<file path="src/rtl/audio_decoder_if.sv">
// I2S receiver bundle: serial bit clock/word select/data in, decoded stereo pair and status out.
interface audio_decoder_if #(
  parameter int SAMPLE_BIT_WIDTH = 16
);
  logic                        audio_bck;
  logic                        audio_ws;
  logic                        audio_data;
  logic [SAMPLE_BIT_WIDTH-1:0] sample_left;
  logic [SAMPLE_BIT_WIDTH-1:0] sample_right;
  logic                        sample_valid;
  logic                        frame_error;
  logic                        locked;

  modport master (
    output audio_bck, audio_ws, audio_data,
    input  sample_left, sample_right, sample_valid, frame_error, locked
  );

  modport slave (
    input  audio_bck, audio_ws, audio_data,
    output sample_left, sample_right, sample_valid, frame_error, locked
  );
endinterface

</file>
<file path="src/rtl/audio_decoder.sv">
// I2S receiver: synchronises bck/ws/data into clk, frames words on ws changes and
// presents complete left/right pairs; drops lock when bck stalls.
module audio_decoder #(
  parameter int SAMPLE_BIT_WIDTH = 16,
  parameter int TIMEOUT_CYCLES   = 1024
) (
  input  logic           clk,
  input  logic           reset,
  audio_decoder_if.slave i2s
);
  localparam int CNT_W = $clog2(SAMPLE_BIT_WIDTH + 2);
  localparam int TMO_W = $clog2(TIMEOUT_CYCLES + 1);
  localparam logic [CNT_W-1:0] CNT_MAX  = CNT_W'(SAMPLE_BIT_WIDTH + 1);
  localparam logic [CNT_W-1:0] CNT_FULL = CNT_W'(SAMPLE_BIT_WIDTH);
  localparam logic [CNT_W-1:0] CNT_LAST = CNT_W'(SAMPLE_BIT_WIDTH - 1);
  localparam logic [TMO_W-1:0] TMO_MAX  = TMO_W'(TIMEOUT_CYCLES);

  typedef enum logic {UNSYNC = 1'b0, RECEIVE = 1'b1} state_t;

  function automatic logic [CNT_W-1:0] sat_inc_cnt(input logic [CNT_W-1:0] v);
    return (v >= CNT_MAX) ? CNT_MAX : v + CNT_W'(1);
  endfunction

  function automatic logic [TMO_W-1:0] sat_inc_tmo(input logic [TMO_W-1:0] v);
    return (v >= TMO_MAX) ? TMO_MAX : v + TMO_W'(1);
  endfunction

  logic bck_p0, bck_p1, bck_p2;
  logic ws_p0, ws_p1;
  logic data_p0, data_p1;
  logic bck_rise;

  state_t state, state_next;
  logic                        prev_ws;
  logic                        ws_seen;
  logic                        word_end;
  logic                        word_full;
  logic [CNT_W-1:0]            bit_cnt;
  logic [TMO_W-1:0]            tmo_cnt;
  logic [SAMPLE_BIT_WIDTH-1:0] shift_reg;
  logic [SAMPLE_BIT_WIDTH-1:0] word_val;
  logic [SAMPLE_BIT_WIDTH-1:0] left_stage;
  logic                        left_vld;
  logic [SAMPLE_BIT_WIDTH-1:0] out_left;
  logic [SAMPLE_BIT_WIDTH-1:0] out_right;
  logic                        out_valid;
  logic                        out_error;
  logic                        locked_r;

  // Stage p0/p1: two-flop synchronisers; bck gets a third flop (p2) for edge detection
  always_ff @(posedge clk) begin
    if (reset) begin
      bck_p0  <= 1'b0;
      bck_p1  <= 1'b0;
      bck_p2  <= 1'b0;
      ws_p0   <= 1'b0;
      ws_p1   <= 1'b0;
      data_p0 <= 1'b0;
      data_p1 <= 1'b0;
    end else begin
      bck_p0  <= i2s.audio_bck;
      bck_p1  <= bck_p0;
      bck_p2  <= bck_p1;
      ws_p0   <= i2s.audio_ws;
      ws_p1   <= ws_p0;
      data_p0 <= i2s.audio_data;
      data_p1 <= data_p0;
    end
  end

  assign bck_rise  = bck_p1 & ~bck_p2;
  assign word_full = (bit_cnt >= CNT_LAST);
  // The bit arriving with the ws change is the LSB, kept only if the word is not already full
  assign word_val  = (bit_cnt < CNT_FULL) ? {shift_reg[SAMPLE_BIT_WIDTH-2:0], data_p1} : shift_reg;

  always_ff @(posedge clk) begin
    if (reset) state <= UNSYNC;
    else       state <= state_next;
  end

  always_comb begin
    state_next = state;
    word_end   = 1'b0;
    if (bck_rise) begin
      if (state == UNSYNC) begin
        if (ws_seen && (ws_p1 != prev_ws)) state_next = RECEIVE;
      end else begin
        word_end = (ws_p1 != prev_ws);
      end
    end else if ((state == RECEIVE) && (tmo_cnt == TMO_MAX)) begin
      state_next = UNSYNC;
    end
  end

  // Stage p2: framing control, pair staging and status outputs
  always_ff @(posedge clk) begin
    if (reset) begin
      prev_ws   <= 1'b0;
      ws_seen   <= 1'b0;
      bit_cnt   <= '0;
      tmo_cnt   <= '0;
      left_vld  <= 1'b0;
      out_left  <= '0;
      out_right <= '0;
      out_valid <= 1'b0;
      out_error <= 1'b0;
      locked_r  <= 1'b0;
    end else begin
      out_valid <= 1'b0;
      out_error <= 1'b0;
      locked_r  <= (state_next == RECEIVE);
      if (bck_rise) begin
        prev_ws <= ws_p1;
        ws_seen <= 1'b1;
        tmo_cnt <= '0;
        if ((state == UNSYNC) || word_end) begin
          bit_cnt <= '0;
        end else begin
          bit_cnt <= sat_inc_cnt(bit_cnt);
        end
        if (word_end) begin
          if (!word_full) begin
            out_error <= 1'b1;
            left_vld  <= 1'b0;
          end else if (!prev_ws) begin
            left_vld <= 1'b1;
          end else if (left_vld) begin
            out_left  <= left_stage;
            out_right <= word_val;
            out_valid <= 1'b1;
            left_vld  <= 1'b0;
          end
        end
      end else begin
        tmo_cnt <= sat_inc_tmo(tmo_cnt);
        if ((state == RECEIVE) && (state_next == UNSYNC)) left_vld <= 1'b0;
      end
    end
  end

  // Data-only registers: contents are qualified by bit_cnt/left_vld, so they need no reset
  always_ff @(posedge clk) begin
    if (bck_rise) begin
      if ((state == UNSYNC) || word_end) begin
        shift_reg <= '0;
      end else if (bit_cnt < CNT_FULL) begin
        shift_reg <= {shift_reg[SAMPLE_BIT_WIDTH-2:0], data_p1};
      end
      if (word_end && word_full && !prev_ws) left_stage <= word_val;
    end
  end

  assign i2s.sample_left  = out_left;
  assign i2s.sample_right = out_right;
  assign i2s.sample_valid = out_valid;
  assign i2s.frame_error  = out_error;
  assign i2s.locked       = locked_r;
endmodule

</file>
<file path="src/flat_wrapper.sv">
// flat-port wrapper written by rule: the top's interface ports become plain ports
module audio_decoder_flat 
#(
  parameter int SAMPLE_BIT_WIDTH = 16,
  parameter int TIMEOUT_CYCLES   = 1024
)
  (clk, reset, i2s_audio_bck, i2s_audio_ws, i2s_audio_data, i2s_sample_left, i2s_sample_right, i2s_sample_valid, i2s_frame_error, i2s_locked);
  audio_decoder_if #(.SAMPLE_BIT_WIDTH(SAMPLE_BIT_WIDTH)) i2s_i ();
  input  logic clk;
  input  logic reset;
  input wire logic [$bits(i2s_i.audio_bck)-1:0] i2s_audio_bck;
  input wire logic [$bits(i2s_i.audio_ws)-1:0] i2s_audio_ws;
  input wire logic [$bits(i2s_i.audio_data)-1:0] i2s_audio_data;
  output wire logic [$bits(i2s_i.sample_left)-1:0] i2s_sample_left;
  output wire logic [$bits(i2s_i.sample_right)-1:0] i2s_sample_right;
  output wire logic [$bits(i2s_i.sample_valid)-1:0] i2s_sample_valid;
  output wire logic [$bits(i2s_i.frame_error)-1:0] i2s_frame_error;
  output wire logic [$bits(i2s_i.locked)-1:0] i2s_locked;
  assign i2s_i.audio_bck = i2s_audio_bck;
  assign i2s_i.audio_ws = i2s_audio_ws;
  assign i2s_i.audio_data = i2s_audio_data;
  assign i2s_sample_left = i2s_i.sample_left;
  assign i2s_sample_right = i2s_i.sample_right;
  assign i2s_sample_valid = i2s_i.sample_valid;
  assign i2s_frame_error = i2s_i.frame_error;
  assign i2s_locked = i2s_i.locked;
  audio_decoder #(.SAMPLE_BIT_WIDTH(SAMPLE_BIT_WIDTH), .TIMEOUT_CYCLES(TIMEOUT_CYCLES)) u_core (.clk(clk), .reset(reset), .i2s(i2s_i));
endmodule
</file>
<file path="config.mk">
export PLATFORM = sky130hd
export DESIGN_NAME = audio_decoder_flat
export DESIGN_NICKNAME = d
export VERILOG_FILES = /design/src/rtl/audio_decoder_if.sv /design/src/rtl/audio_decoder.sv /design/src/flat_wrapper.sv
export SDC_FILE = /design/constraint.sdc
export NUM_CORES = 1
export LEC_CHECK = 0
export ABC_CLOCK_PERIOD_IN_PS = 5540
export BUFFER_PORTS_ARGS = -buffer_cell sky130_fd_sc_hd__buf_2
export CORE_UTILIZATION = 32
export DETAILED_ROUTE_END_ITERATION = 6
export PLACE_DENSITY_LB_ADDON = 0.1
export SLEW_MARGIN = 25
export SYNTH_ARGS = -nofsm -noshare
export SYNTH_HDL_FRONTEND = slang
export SYNTH_SLANG_ARGS = --single-unit
</file>
<file path="constraint.sdc">
create_clock -name clk -period 5.54 [get_ports clk]
set_clock_uncertainty 0.2 [all_clocks]
set_input_delay 1.108 -clock clk [delete_from_list [all_inputs] [get_ports clk]]
set_output_delay 1.108 -clock clk [all_outputs]
set_load 0.005 [all_outputs]
</file>
==> reports/metrics.yaml <==
setup_path:
  crit_fanout: 20
  start_kind: "register"
  cp_data_required_time_ns: 5.52
  critPathArrivalTime_ns: 2.82
  criticalPathCategory: "reg -> reg"
  cp-end-kind: "register"
sta:
  max_freq_mhz: 351.6
  setup_viol: 0
  finalCriticalPeriod_ns: 2.844
  rsz0062_at_grt: "false"
  hold_violations: 0
  final.setup.tns_ns: 0
  tightest_slew_ns: 0.9596
  slew_viol_final: 0
  fin_crit_sh_pct: 51.34
  relSlewSlack_pct: 36.03
power_and_ir_drop:
  leakagePower_nw: 1.523
  power_w: 0.001319
  vdd.ir_drop.worst_mv: 0.2223
  power.density_nw_per_um2: 314.9
place:
  routabilityCongestion: 0.7408
  port_buffers: 39
  dp_hpwl_um: 4259
routing:
  routed_wirelength_um: 6981
  via_count: 2423
  wl_met1_um: 3305
  wl_met3_um: 207
  met2WireLength_um: 3356
  drt-pass1-iter-count: 4
  drt_iter0_markers: 86
  drcViolationCount: 0
  post_drt_wl_per_cell_um: 13.40
  antenna_left: 0
  highest_layer: "met4"
  viasPerCell: 4.651
clock_network:
  cts_sinks: 93
  insertion_delay_ns: 0.34
  path_clk_slew_ns: 0.06
  ctsHoldBuffers: 0
  cts_setup_buffers: 0
  cts_tree: "yes"
  clockBufferDepth: 2
  cts-htree-levels: 3
  cts_resized: 0
  cts_inserted_buffers: 9
  clockRootBuffer: "clkbuf_16"
die:
  dieArea_um2: 11720
  start_util_pct: 33.03
  coreArea_um2: 10940
  fp.dieW_um: 108.2
  die_y_um: 108.2
  rows: 38
  ios: 40
flow_run:
  maxCapViolCount: 0
global_route:
  grt_pass1_wl_um: 11580
  grt_max_degree: 52
  antenna_found_initial: 0
  grt_usage_pct: 13.15
  overflow: 0
  first_global_vias: 2425
synthesis:
  synth_top_cell_by_area: "dfxtp_1"
  synth_area_per_cell_um2: 10.56
  synthFlopType: "dfxtp_1"
  syn_area_um2: 3612
  async_flop_share_pct: 0
  yosys_warnings: 0
  synth.most_common_cell: "nand2_1"
  synth_top_area_share_pct: 33.81
  synth_cells: 342
  syn-num-nets: 352
  synth_edf_count: 32
  yosysSeqAreaShare_pct: 60.41
  ys_ff_latch: 93
  synthTopCellsByCount: "nand2_1 (73), dfxtp_1 (61), a21oi_1 (37)"
  synthTopCellsByArea: "dfxtp_1 (34%), edfxtp_1 (27%), nand2_1 (7.6%)"
  synth_cell_types: 41
layout:
  syn2layout_area_growth_pct: 15.93
  n_fill_cell: 1155
  antenna_cells: 0
  regArea_um2: 2182
  drive_gt1_share_pct: 20.47
  multi_input_area_um2: 1323
  nets: 386
status:
  outcome: "finished clean"
min_path:
  hold_path.class: "reg -> reg"
[logic make-up (layout without fill, tap and decap cells)]
group | count (synthesis) | in the layout | synth area share (%)
AND/OR/NAND/NOR | 143 | 143 | 18.77
flip-flops | 93 | 93 | 60.41
AO/OA/AOI/OAI | 51 | 51 | 8.452
buffers and inverters | 24 | 63 | 2.979
multiplexers | 17 | 17 | 5.265
XOR/XNOR | 9 | 9 | 2.390
adder cells (fa/ha/maj) | 5 | 5 | 1.732
[per-stage QoR]
stage | worst slack (ns) | utilization, % | cells | hold slack, ns | area (um2)
floorplan | 3.204 | - | 342 | 0.2138 | 3612
global placement | 2.658 | 35.74 | 505 | 0.2187 | 3909
detailed placement | 2.645 | 35.74 | 505 | 0.2284 | 3909
CTS | 2.619 | 38.30 | 521 | 0.2432 | 4188
global route | 2.417 | 38.30 | 521 | 0.2606 | 4188
finish | 2.696 | 38.30 | 521 | 0.2377 | 4188
[worst max-delay path, stage by stage (launching register included)]
cell      delay [ns]
dfxtp_1         0.88
inv_1           0.15
ha_1            0.21
or2_2           0.32
o2111a_1        0.57
a31oi_1         0.27
a21oi_1         0.08
[cell type report]
| type | count | share of cell area (%) |
|---|---|---|
| Multi-Input combinational cell | 225 | 31.58 |
| Sequential cell | 93 | 52.11 |
| Tap cell | 140 | 4.183 |
| Inverter | 7 | 0.6274 |
| Clock buffer | 11 | 5.796 |
| Clock inverter | 5 | 0.8664 |
| Timing Repair Buffer | 40 | 4.840 |
[report_power, final]
| group | leakage (nW) | switching (W) | internal [W] |
|---|---|---|---|
| sequential | 0.789 | 0.00000454 | 0.000710 |
| clock | 0.128 | 0.000259 | 0.000317 |
| combinational | 0.606 | 0.0000185 | 0.00000993 |
[cells in the final DEF (no fill, tap or decap), types with 9 or more instances in the layout]
cell / Yosys / layout
dfxtp_1: 61 / 61
nor2b_1: 25 / 25
clkbuf_16: 0 / 9
nor2_1: 14 / 14
buf_2: 5 / 39
edfxtp_1: 32 / 32
mux2_2: 16 / 16
a21oi_1: 37 / 37
nand2_1: 73 / 73
[final timing paths]
| kind | from | end | slack, ns | depth (start not counted) |
|---|---|---|---|---|
| min | u_core.ws_p0 | u_core.ws_p1 | 0.24 | 1 |
| max reg2reg | u_core.bit_cnt[4] | u_core.left_vld | 2.70 | 6 |
| min reg2reg | u_core.ws_p0 | u_core.ws_p1 | 0.24 | 1 |
| max | u_core.bit_cnt[4] | u_core.left_vld | 2.70 | 6 |
[layer usage]
metal | vias up | global-route usage (%)
met5 | - | 0
met2 | 29 | 21.88
met3 | 9 | 4.099
met1 | 1147 | 15.56
met4 | 0 | 5.675
li1 | 1238 | -
No activity file was read; power rests on OpenSTA's default activity.
